### src/rtl/demux_byte_collector_if.sv
// Bit-side inputs from the 1:4 demux plus the word-side valid/ready port of demux_byte_collector.
// The collector connects to the slave modport; its driver or consumer connects to master.
interface demux_byte_collector_if #(
  parameter int WIDTH = 8
);
  logic             bit_valid;
  logic [1:0]       s;
  logic             a;
  logic             b;
  logic             c;
  logic             d;
  logic             out_valid;
  logic             out_ready;
  logic [1:0]       out_chan;
  logic [WIDTH-1:0] out_data;
  logic [3:0]       overflow;
  logic             clr_ovf;

  modport master (
    output bit_valid, s, a, b, c, d, out_ready, clr_ovf,
    input  out_valid, out_chan, out_data, overflow
  );

  modport slave (
    input  bit_valid, s, a, b, c, d, out_ready, clr_ovf,
    output out_valid, out_chan, out_data, overflow
  );
endinterface

### src/rtl/demux_byte_collector.sv
// Deserialises four demux lines into WIDTH-bit words and hands them out round-robin; final bit -> out_valid is 2 edges.
// Bit capture is never stalled: a word completing on a still-full, ungranted hold slot is dropped and flagged in overflow.
module demux_byte_collector #(
  parameter int WIDTH = 8
) (
  input  logic                     clk,
  input  logic                     rst_n,
  demux_byte_collector_if.slave    bus
);
  localparam int CW = $clog2(WIDTH);

  logic [CW-1:0]    cnt [4];
  logic [WIDTH-2:0] sh [4];
  logic [WIDTH-1:0] hold [4];
  logic [3:0]       hold_full;
  logic [1:0]       last_grant;

  logic             out_valid_q;
  logic [1:0]       out_chan_q;
  logic [WIDTH-1:0] out_data_q;
  logic [3:0]       overflow_q;

  logic             sel_bit;
  logic [WIDTH-1:0] word;
  logic             word_done;
  logic             word_drop;
  logic [3:0]       ovf_set;
  logic             out_load;
  logic             gnt_vld;
  logic [1:0]       gnt_ch;
  logic [1:0]       cand;

  // Only the selected channel's line carries data; the other three are don't-care.
  always_comb begin
    sel_bit = 1'b0;
    case (bus.s)
      2'd0:    sel_bit = bus.a;
      2'd1:    sel_bit = bus.b;
      2'd2:    sel_bit = bus.c;
      default: sel_bit = bus.d;
    endcase
  end

  assign word      = {sh[bus.s], sel_bit};
  assign word_done = bus.bit_valid && (cnt[bus.s] == CW'(WIDTH - 1));
  assign out_load  = !out_valid_q || bus.out_ready;

  // Round-robin search starting just after the last granted channel.
  always_comb begin
    gnt_vld = 1'b0;
    gnt_ch  = 2'd0;
    cand    = 2'd0;
    for (int i = 1; i <= 4; i++) begin
      cand = last_grant + 2'(i);
      if (!gnt_vld && hold_full[cand]) begin
        gnt_vld = 1'b1;
        gnt_ch  = cand;
      end
    end
    if (!out_load) begin
      gnt_vld = 1'b0;
    end
  end

  // A slot being emptied by this edge's grant can take the new word without loss.
  assign word_drop = word_done && hold_full[bus.s] && !(gnt_vld && (gnt_ch == bus.s));
  assign ovf_set   = word_drop ? (4'b0001 << bus.s) : 4'b0000;

  always_ff @(posedge clk or negedge rst_n) begin
    if (!rst_n) begin
      for (int i = 0; i < 4; i++) begin
        cnt[i] <= '0;
        sh[i]  <= '0;
      end
    end else if (bus.bit_valid) begin
      sh[bus.s]  <= word[WIDTH-2:0];
      cnt[bus.s] <= word_done ? '0 : cnt[bus.s] + 1'b1;
    end
  end

  always_ff @(posedge clk or negedge rst_n) begin
    if (!rst_n) begin
      for (int i = 0; i < 4; i++) begin
        hold[i] <= '0;
      end
      hold_full   <= 4'b0000;
      last_grant  <= 2'd3;
      out_valid_q <= 1'b0;
      out_chan_q  <= 2'd0;
      out_data_q  <= '0;
      overflow_q  <= 4'b0000;
    end else begin
      if (gnt_vld) begin
        hold_full[gnt_ch] <= 1'b0;
        last_grant        <= gnt_ch;
      end
      if (word_done && !word_drop) begin
        hold[bus.s]      <= word;
        hold_full[bus.s] <= 1'b1;
      end
      if (out_load) begin
        out_valid_q <= gnt_vld;
        if (gnt_vld) begin
          out_chan_q <= gnt_ch;
          out_data_q <= hold[gnt_ch];
        end
      end
      overflow_q <= (bus.clr_ovf ? 4'b0000 : overflow_q) | ovf_set;
    end
  end

  assign bus.out_valid = out_valid_q;
  assign bus.out_chan  = out_chan_q;
  assign bus.out_data  = out_data_q;
  assign bus.overflow  = overflow_q;
endmodule

### src/flat_wrapper.sv
// flat-port wrapper written by rule: the top's interface ports become plain ports
module demux_byte_collector_flat 
#(
  parameter int WIDTH = 8
)
  (clk, rst_n, bus_bit_valid, bus_s, bus_a, bus_b, bus_c, bus_d, bus_out_ready, bus_clr_ovf, bus_out_valid, bus_out_chan, bus_out_data, bus_overflow);
  demux_byte_collector_if #(.WIDTH(WIDTH)) bus_i ();
  input  logic clk;
  input  logic rst_n;
  input wire logic [$bits(bus_i.bit_valid)-1:0] bus_bit_valid;
  input wire logic [$bits(bus_i.s)-1:0] bus_s;
  input wire logic [$bits(bus_i.a)-1:0] bus_a;
  input wire logic [$bits(bus_i.b)-1:0] bus_b;
  input wire logic [$bits(bus_i.c)-1:0] bus_c;
  input wire logic [$bits(bus_i.d)-1:0] bus_d;
  input wire logic [$bits(bus_i.out_ready)-1:0] bus_out_ready;
  input wire logic [$bits(bus_i.clr_ovf)-1:0] bus_clr_ovf;
  output wire logic [$bits(bus_i.out_valid)-1:0] bus_out_valid;
  output wire logic [$bits(bus_i.out_chan)-1:0] bus_out_chan;
  output wire logic [$bits(bus_i.out_data)-1:0] bus_out_data;
  output wire logic [$bits(bus_i.overflow)-1:0] bus_overflow;
  assign bus_i.bit_valid = bus_bit_valid;
  assign bus_i.s = bus_s;
  assign bus_i.a = bus_a;
  assign bus_i.b = bus_b;
  assign bus_i.c = bus_c;
  assign bus_i.d = bus_d;
  assign bus_i.out_ready = bus_out_ready;
  assign bus_i.clr_ovf = bus_clr_ovf;
  assign bus_out_valid = bus_i.out_valid;
  assign bus_out_chan = bus_i.out_chan;
  assign bus_out_data = bus_i.out_data;
  assign bus_overflow = bus_i.overflow;
  demux_byte_collector #(.WIDTH(WIDTH)) u_core (.clk(clk), .rst_n(rst_n), .bus(bus_i));
endmodule
### config.mk
export PLATFORM = sky130hd
export DESIGN_NAME = demux_byte_collector_flat
export DESIGN_NICKNAME = d
export VERILOG_FILES = /design/src/rtl/demux_byte_collector_if.sv /design/src/rtl/demux_byte_collector.sv /design/src/flat_wrapper.sv
export SDC_FILE = /design/constraint.sdc
export NUM_CORES = 1
export LEC_CHECK = 0
export BUFFER_PORTS_ARGS = -buffer_cell sky130_fd_sc_hd__buf_4
export CORE_ASPECT_RATIO = 0.5
export CORE_MARGIN = 2
export CORE_UTILIZATION = 42
export DETAILED_ROUTE_END_ITERATION = 12
export RECOVER_POWER = 100
export SYNTH_ARGS = -nofsm -noshare
export SYNTH_HDL_FRONTEND = slang
export SYNTH_SLANG_ARGS = --single-unit
### constraint.sdc
create_clock -name clk -period 6.9 [get_ports clk]
set_input_delay 1.035 -clock clk [delete_from_list [all_inputs] [get_ports clk]]
set_output_delay 1.035 -clock clk [all_outputs]
set_load 0.005 [all_outputs]
==> tab_implementation.tex, run 1 <==
\begin{tabular}{lr}
\hline
Metric & Value \\
\hline
\multicolumn{2}{l}{\textbf{Timing}} \\
Transition time of the tightest slew-check pin & 2.10 ns \\
Setup repair after global routing missed its margin & false \\
Number of slew-limit violations in the final report & 77 \\
Highest clock rate & 232 MHz \\
Final Skew & 0.00733 ns \\
Post-route worst hold slack & 0.474 ns \\
Worst Setup Slack, final & 2.59 ns \\
Period utilization & 62.5\% \\
\# setup viols final & 0 \\
Slew margin rel. & -39.9\% \\
Final critical delay including setup and external delays & 4.31 ns \\
Setup tns final & 0 ns \\
Hold Violations, Final & 0 \\
\multicolumn{2}{l}{\textbf{Job}} \\
Count of maximum capacitance violations & 4 \\
\multicolumn{2}{l}{\textbf{Place}} \\
IO Port Bufs & 25 \\
Pre-CTS setup slack & 3.44 ns \\
Final RePlAce weighted congestion & 0.808 \\
Estimated wirelength of the detail-placed design & 5620 µm \\
Number of cells in the design after placement & 453 \\
\multicolumn{2}{l}{\textbf{Worst setup path}} \\
Startpoint types & input pin \\
Delay of the slowest critical-path stage & 1.21 ns \\
Sum of buffers and inverters on the critical path & 1 \\
R2R Path Start & u\_core.hold\_full[0] \\
Slowest cell on crit path & sky130\_fd\_sc\_hd\_\_a211oi\_1 \\
Kind of cell adding the most delay to the critical path & compound AO/OA/AOI/OAI gates \\
Cell breakdown of the critical path & clkbuf\_1 > mux4\_2 > ha\_1 > ha\_1 > nand2\_1 > a211oi\_1 > mux2\_2 \\
Critical Path Source & bus\_s[0] \\
CP Capture Type & flip-flop \\
Critical path required time & 7.11 ns \\
Worst reg2reg setup slack & 3.41 ns \\
Crit Path Category & input pin to flip-flop \\
Most frequent cell on the critical path & sky130\_fd\_sc\_hd\_\_ha\_1 \\
Highest net fanout along the worst path & 17 \\
Data arrival time of the critical path & 4.52 ns \\
\multicolumn{2}{l}{\textbf{Floorplan}} \\
Die Span X & 145 µm \\
Total die area & 0.0108 mm² \\
Standard-cell row count & 25 \\
Chip height & 74.4 µm \\
Core region area & 0.00954 mm² \\
I/O Pins & 26 \\
Initial core utilization & 43.6\% \\
\multicolumn{2}{l}{\textbf{Drt}} \\
Wire length after detailed routing & 8480 µm \\
Residual DRC & 0 \\
Via count & 2,621 \\
Starting DRC count in detailed routing & 164 \\
Vias per std cell & 5.59 \\
Detailed-routing iteration count for the pre-antenna-repair pass & 5 \\
Routed Antenna Nets & 0 \\
Wire per inst & 18.1 µm \\
\multicolumn{2}{l}{\textbf{Cells and area}} \\
Most frequent standard cell in the layout excluding fill and tap cells & sky130\_fd\_sc\_hd\_\_dfrtp\_1 \\
Proportion of layout cells with a drive suffix above 1 & 34.1\% \\
Filler cell count & 829 \\
Highest-count cells in the layout ignoring fill and taps & 91 x sky130\_fd\_sc\_hd\_\_dfrtp\_1, 59 x sky130\_fd\_sc\_hd\_\_mux2\_2, 37 x sky130\_fd\_sc\_hd\_\_nand2\_1 \\
Area growth from synthesis to layout & 13.9\% \\
Post-Layout Cell Count & 469 \\
Final layout net count & 342 \\
ANT cells & 0 \\
\multicolumn{2}{l}{\textbf{Clock tree}} \\
Cells resized by post-CTS repair & 0 \\
CTS tree & done \\
Skew-Pair Late Insertion Delay & 0.34 ns \\
TritonCTS buffer count & 9 \\
CTS root buf & sky130\_fd\_sc\_hd\_\_clkbuf\_16 \\
Number of buffers added to fix hold violations after cts & 0 \\
H-tree level count & 3 \\
Buffer count from post-CTS setup fixing & 0 \\
Worst-case clock buffer depth & 2 \\
Clock transition at the registers of the reported paths & 0.06 ns \\
Clock net sink count & 93 \\
\multicolumn{2}{l}{\textbf{Power}} \\
Post-route total power & 1.86 mW \\
Static leakage & 2.16 nW \\
Total power divided by cell area & 393 mW/mm² \\
Worst vdd rail ir drop & 150 µV \\
\multicolumn{2}{l}{\textbf{Global route}} \\
Global routing usage summed across all routing layers & 17.7\% \\
Vias in the first global route & 2,623 \\
Largest net degree at the start of global routing & 56 \\
Wire length of the first global-routing pass & 13,900 µm \\
Remaining Overflow, GRT & 0 \\
Number of antenna violations at the first check in global routing & 0 \\
\multicolumn{2}{l}{\textbf{Logic synthesis}} \\
Cell count after synthesis & 304 \\
Post-synthesis register bit count & 93 \\
Yosys synthesis warning count & 0 \\
Area share of the leading cell type in the synthesized netlist & 54.8\% \\
Dominant synthesized flop cell & sky130\_fd\_sc\_hd\_\_dfrtp\_1 \\
Async SR Flop Fraction & 100\% \\
Cells taking the most area after synthesis & sky130\_fd\_sc\_hd\_\_dfrtp\_1 55\%, sky130\_fd\_sc\_hd\_\_mux2\_2 16\%, sky130\_fd\_sc\_hd\_\_mux4\_2 6.5\% \\
EDFF count, synth & 0 \\
Library cells used by synthesis & 41 \\
Largest area contributor in the netlist & sky130\_fd\_sc\_hd\_\_dfrtp\_1 \\
Avg Inst Size Synth & 13.7 µm² \\
Cell Area, Synth & 0.00416 mm² \\
Share of the yosys chip area belonging to registers & 56.0\% \\
Syn nets & 317 \\
\multicolumn{2}{l}{\textbf{Worst hold path}} \\
Hold Crit Class & flip-flop to flip-flop \\
Hold Startpoint & u\_core.bus.out\_chan[1] \\
\multicolumn{2}{l}{\textbf{Run status}} \\
Run status & finished, violations left \\
Failing checks & capacitance limit, slew limit \\
\hline
\end{tabular}
-- synth_stat cells, drive strengths merged, types with 4 or more instances --
cell,instances
nand2,37
mux2,60
o21ai,15
mux4,12
nor4,4
nor2,4
inv,7
a21o,4
buf,7
o221ai,8
mux2i,16
clkbuf,5
dfrtp,91
-- worst min-delay path, delay by kind of cell (launching register included) --
family	cells	cell delay (ns)
flops	1	0.34
simple gates	2	0.10
-- per-layer routing --
layer / wire [µm] / vias to the layer above / track usage [%] / part of all wire (%)
li1: - / 1172 / - / -
met1: 4070 / 1384 / 24.7 / 48
met2: 3940 / 55 / 27.8 / 46
met3: 384 / 10 / 4.51 / 4.5
met4: 88 / 0 / 5.50 / 1.0
met5: 0 / - / 0 / 0
-- cell type report --
type | count | area [µm²] | share of cell area (%)
well taps | 135 | 169 | 3.57
flip-flops and latches | 93 | 2330 | 49.2
repair buffers | 26 | 184 | 3.88
inverters | 7 | 26.3 | 0.555
clock inverters | 4 | 47.5 | 1.00
clock buffers | 12 | 246 | 5.20
multi-input cells | 192 | 1730 | 36.6
-- power by group --
part | total, mW | internal, mW | leakage (nW) | switching, mW
Combinational | 0.563 | 0.268 | 0.795 | 0.295
Clock | 0.484 | 0.289 | 0.143 | 0.194
Sequential | 0.813 | 0.716 | 1.22 | 0.0970
-- logic make-up after synthesis --
logic type	share of synthesized area (%)
adder cells (fa/ha/maj)	0.602
AO/OA/AOI/OAI	8.85
buffers and inverters	1.84
AND/OR/NAND/NOR	6.08
multiplexers	26.6
flip-flops	56.0
-- registers in the layout, indices dropped and copies added, names as in the netlist --
signal                flops
u_core.hold              32
u_core.cnt               12
u_core.bus.out_valid      1
u_core.sh                28
u_core.hold_full          4
u_core.bus.overflow       4
u_core.last_grant         2
u_core.bus.out_chan       2
u_core.bus.out_data       8
-- stage by stage --
| stage | area, µm² | utilization (%) |
|---|---|---|
| global route | 4740 | 49.6 |
| global placement | 4480 | 46.9 |
| CTS | 4770 | 50.0 |
| finish | 4740 | 49.6 |
| floorplan | 4160 | - |
| detailed placement | 4480 | 46.9 |
-- worst paths after layout --
path,endpoint,cells past startpoint
max,u_core.hold[5],7
min,u_core.bus.out_chan[1],2
max reg2reg,u_core.hold[11],5
min reg2reg,u_core.bus.out_chan[1],2
max in group asynchronous,u_core.hold[14],2
min in group asynchronous,u_core.sh[0],1
Note: power is estimated with default switching activity, not from simulation.
==> inputs of run 2 (changes only) <==
--- a/config.mk
+++ b/config.mk
@@ -5,6 +5,7 @@
 export SDC_FILE = /design/constraint.sdc
 export NUM_CORES = 1
 export LEC_CHECK = 0
+export ABC_AREA = 1
 export BUFFER_PORTS_ARGS = -buffer_cell sky130_fd_sc_hd__buf_4
 export CORE_ASPECT_RATIO = 0.5
 export CORE_MARGIN = 2
==> constraint.sdc (replaced) <==
create_clock -name clk -period 3.7 [get_ports clk]
set_input_delay 0.555 -clock clk [delete_from_list [all_inputs] [get_ports clk]]
set_output_delay 0.555 -clock clk [all_outputs]
set_load 0.005 [all_outputs]
==> run 2 against run 1 <==
Effect of this change:
- the flow still finishes with violations (capacitance limit, slew limit)
- clock power up 110%
- utilization up 0.12 points
- hold slack worse by 0.043 ns
- global-route usage up 3.9 points
- cell area up 8.3%
- sequential share of layout area down 3.8 points
- sequential power up 78%
- register-to-register slack worse by 2.7 ns
- critical endpoint is now u_core.hold[7]
- largest power group unchanged
- highest routed layer unchanged
==> tab_implementation.tex, run 2 <==
\begin{tabular}{lr}
\hline
Metric & Value \\
\hline
\multicolumn{2}{l}{\textbf{Run status}} \\
Run status & finished, violations left \\
Failing checks & capacitance limit, slew limit \\
\multicolumn{2}{l}{\textbf{Clock tree}} \\
Clock transition at the registers of the reported paths & 0.07 ns \\
CTS root buf & sky130\_fd\_sc\_hd\_\_clkbuf\_16 \\
Clock net sink count & 93 \\
Cells resized by post-CTS repair & 0 \\
TritonCTS buffer count & 9 \\
Skew-Pair Late Insertion Delay & 0.35 ns \\
CTS tree & done \\
Buffer count from post-CTS setup fixing & 0 \\
Number of buffers added to fix hold violations after cts & 0 \\
Worst-case clock buffer depth & 2 \\
H-tree level count & 3 \\
\multicolumn{2}{l}{\textbf{Global route}} \\
Global routing usage summed across all routing layers & 21.6\% \\
Remaining Overflow, GRT & 0 \\
Number of antenna violations at the first check in global routing & 0 \\
Wire length of the first global-routing pass & 18,900 µm \\
Largest net degree at the start of global routing & 48 \\
Vias in the first global route & 3,593 \\
\multicolumn{2}{l}{\textbf{Drt}} \\
Starting DRC count in detailed routing & 294 \\
Routed Antenna Nets & 0 \\
Residual DRC & 0 \\
Via count & 3,714 \\
Detailed-routing iteration count for the pre-antenna-repair pass & 4 \\
Vias per std cell & 5.28 \\
Wire length after detailed routing & 11,500 µm \\
Wire per inst & 16.4 µm \\
\multicolumn{2}{l}{\textbf{Logic synthesis}} \\
Async SR Flop Fraction & 100\% \\
Post-synthesis register bit count & 93 \\
Area share of the leading cell type in the synthesized netlist & 50.7\% \\
Share of the yosys chip area belonging to registers & 51.9\% \\
Library cells used by synthesis & 35 \\
Avg Inst Size Synth & 8.43 µm² \\
Cells taking the most area after synthesis & sky130\_fd\_sc\_hd\_\_dfrtp\_1 51\%, sky130\_fd\_sc\_hd\_\_nand2\_1 16\%, sky130\_fd\_sc\_hd\_\_o21ai\_0 5.1\% \\
Most frequent cell after synthesis & sky130\_fd\_sc\_hd\_\_nand2\_1 \\
Largest area contributor in the netlist & sky130\_fd\_sc\_hd\_\_dfrtp\_1 \\
Yosys synthesis warning count & 0 \\
Dominant synthesized flop cell & sky130\_fd\_sc\_hd\_\_dfrtp\_1 \\
Syn nets & 546 \\
Cell Area, Synth & 0.00449 mm² \\
Cell count after synthesis & 533 \\
EDFF count, synth & 0 \\
Leading cell types by count after synthesis & 193 x sky130\_fd\_sc\_hd\_\_nand2\_1, 91 x sky130\_fd\_sc\_hd\_\_dfrtp\_1, 46 x sky130\_fd\_sc\_hd\_\_o21ai\_0, 37 x sky130\_fd\_sc\_hd\_\_inv\_1, 34 x sky130\_fd\_sc\_hd\_\_nand4\_1 \\
\multicolumn{2}{l}{\textbf{Worst setup path}} \\
Slowest cell on crit path & sky130\_fd\_sc\_hd\_\_dfstp\_1 \\
Worst reg2reg setup slack & 0.68 ns \\
Startpoint types & flip-flop \\
Most frequent cell on the critical path & sky130\_fd\_sc\_hd\_\_nand2\_1 \\
Sum of buffers and inverters on the critical path & 2 \\
Delay of the slowest critical-path stage & 0.72 ns \\
Highest net fanout along the worst path & 40 \\
Critical path required time & 3.94 ns \\
Kind of cell adding the most delay to the critical path & simple AND/OR/NAND/NOR gates \\
Cell breakdown of the critical path & inv\_4 > nand2\_1 > nand2\_1 > nand2\_1 > o21ai\_0 > nand3\_2 > nand2\_1 > inv\_2 > nand3\_1 > nand2\_1 > nand2\_2 > nand2\_4 > nand3\_4 > nand2\_1 > nand2\_1 \\
CP Capture Type & flip-flop \\
Crit Path Category & flip-flop to flip-flop \\
Data arrival time of the critical path & 3.26 ns \\
\multicolumn{2}{l}{\textbf{Floorplan}} \\
Total die area & 0.0116 mm² \\
Standard-cell row count & 26 \\
Chip height & 77.1 µm \\
Initial core utilization & 43.6\% \\
I/O Pins & 26 \\
Die Span X & 150 µm \\
Core region area & 0.0103 mm² \\
\multicolumn{2}{l}{\textbf{Power}} \\
Fraction of power spent switching nets & 39.2\% \\
Total power divided by cell area & 756 mW/mm² \\
Post-route total power & 3.88 mW \\
Worst vdd rail ir drop & 290 µV \\
Static leakage & 2.57 nW \\
Sequential cell fraction of total power & 37.2\% \\
Proportion of power drawn by the clock network & 25.7\% \\
Combinational cell fraction of total power & 37.1\% \\
Switching component of the power & 1.52 mW \\
Internal & 2.36 mW \\
\multicolumn{2}{l}{\textbf{Timing}} \\
Number of slew-limit violations in the final report & 48 \\
\# setup viols final & 0 \\
Post-route worst hold slack & 0.431 ns \\
Worst Setup Slack, final & 0.680 ns \\
Transition time of the tightest slew-check pin & 2.61 ns \\
Highest clock rate & 331 MHz \\
Hold Violations, Final & 0 \\
Setup repair after global routing missed its margin & false \\
Final critical delay including setup and external delays & 3.02 ns \\
Slew margin rel. & -73.9\% \\
Setup tns final & 0 ns \\
Final Skew & 0.00634 ns \\
Period utilization & 81.6\% \\
\multicolumn{2}{l}{\textbf{Worst hold path}} \\
Hold Crit Class & input pin to flip-flop \\
\multicolumn{2}{l}{\textbf{Cells and area}} \\
Max reg flops & 32 \\
Highest-count cells in the layout ignoring fill and taps & 197 x sky130\_fd\_sc\_hd\_\_nand2\_1, 91 x sky130\_fd\_sc\_hd\_\_dfrtp\_1, 46 x sky130\_fd\_sc\_hd\_\_o21ai\_0 \\
Largest register by flop count & u\_core.hold \\
Layout Cell Area excl Fill & 0.00513 mm² \\
Largest registers in the final layout & u\_core.hold (32), u\_core.sh (28), u\_core.cnt (12) \\
Final cell utilization of the core & 49.8\% \\
ANT cells & 0 \\
Proportion of layout cells with a drive suffix above 1 & 14.2\% \\
Final layout net count & 571 \\
Area growth from synthesis to layout & 14.2\% \\
Most frequent standard cell in the layout excluding fill and tap cells & sky130\_fd\_sc\_hd\_\_nand2\_1 \\
Post-Layout Cell Count & 703 \\
\multicolumn{2}{l}{\textbf{Place}} \\
Pre-CTS setup slack & 0.753 ns \\
Cell area reported after detailed placement & 0.00484 mm² \\
IO Port Bufs & 25 \\
Number of cells in the design after placement & 687 \\
Final RePlAce weighted congestion & 0.817 \\
Estimated wirelength of the detail-placed design & 8090 µm \\
\multicolumn{2}{l}{\textbf{Job}} \\
Count of maximum capacitance violations & 1 \\
\hline
\end{tabular}
-- run 2: changes by cell type after synthesis, moves of 16 or more --
cell,previous run,this run
sky130_fd_sc_hd__inv_1,7,37
sky130_fd_sc_hd__nand4_1,0,34
sky130_fd_sc_hd__mux2_2,59,0
sky130_fd_sc_hd__o21ai_0,14,46
sky130_fd_sc_hd__nand2_1,37,193
sky130_fd_sc_hd__mux2i_1,16,0
-- run 2: worst paths after layout --
check / to / cells after the start / start
worst max-delay path: u_core.hold[7] / 15 / u_core.last_grant[0]
worst min-delay path: u_core.bus.overflow[2] / 2 / bus_clr_ovf
worst max register to register: u_core.hold[7] / 15 / u_core.last_grant[0]
worst min register to register: u_core.hold[10] / 2 / u_core.hold[10]
max in group asynchronous: u_core.hold[4] / 2 / rst_n
min in group asynchronous: u_core.sh[5] / 1 / rst_n
-- run 2: routing by layer --
metal  vias up  global-route usage, %  part of all wire, %
met5         -                      0                    0
met3        11                   4.94                  4.1
met1      1808                   32.0                   51
met4         0                   5.85                  1.0
met2        74                   31.5                   44
li1       1821                      -                    -
-- run 2: cell type report --
type,count,area [µm²]
sequential,93,2330
inverter,43,164
timing repair buffer,37,280
clock buffer,9,225
multi-input combinational,374,1860
clock inverter,7,98.8
fill,1014,5180
tap,140,175
-- run 2: cell families after synthesis --
group	synth area share [%]
DFF	51.9
adders and majority gates	0.557
buffers and inverters	6.35
AOI/OAI and AO/OA	11.6
and+or+nand+nor	29.7
-- run 2: power by group through the flow --
| stage | combinational (mW) | clock (mW) | sequential (mW) |
|---|---|---|---|
| global placement | 1.46 | 0 | 1.46 |
| detailed placement | 1.47 | 0 | 1.46 |
| global route | 1.64 | 1.06 | 1.47 |
| CTS | 1.48 | 1.02 | 1.44 |
| finish | 1.44 | 0.998 | 1.45 |
| floorplan | 1.09 | 0 | 1.40 |
-- run 2: worst reg2reg max path: stages (launching register included) --
cell and delay, ns:
sky130_fd_sc_hd__dfstp_1 0.72, sky130_fd_sc_hd__inv_4 0.11, sky130_fd_sc_hd__nand2_1 0.10, sky130_fd_sc_hd__nand2_1 0.08, sky130_fd_sc_hd__nand2_1 0.06, sky130_fd_sc_hd__o21ai_0 0.11
sky130_fd_sc_hd__nand3_2 0.12, sky130_fd_sc_hd__nand2_1 0.34, sky130_fd_sc_hd__inv_2 0.23, sky130_fd_sc_hd__nand3_1 0.09, sky130_fd_sc_hd__nand2_1 0.08, sky130_fd_sc_hd__nand2_2 0.10
sky130_fd_sc_hd__nand2_4 0.37, sky130_fd_sc_hd__nand3_4 0.23, sky130_fd_sc_hd__nand2_1 0.12, sky130_fd_sc_hd__nand2_1 0.06
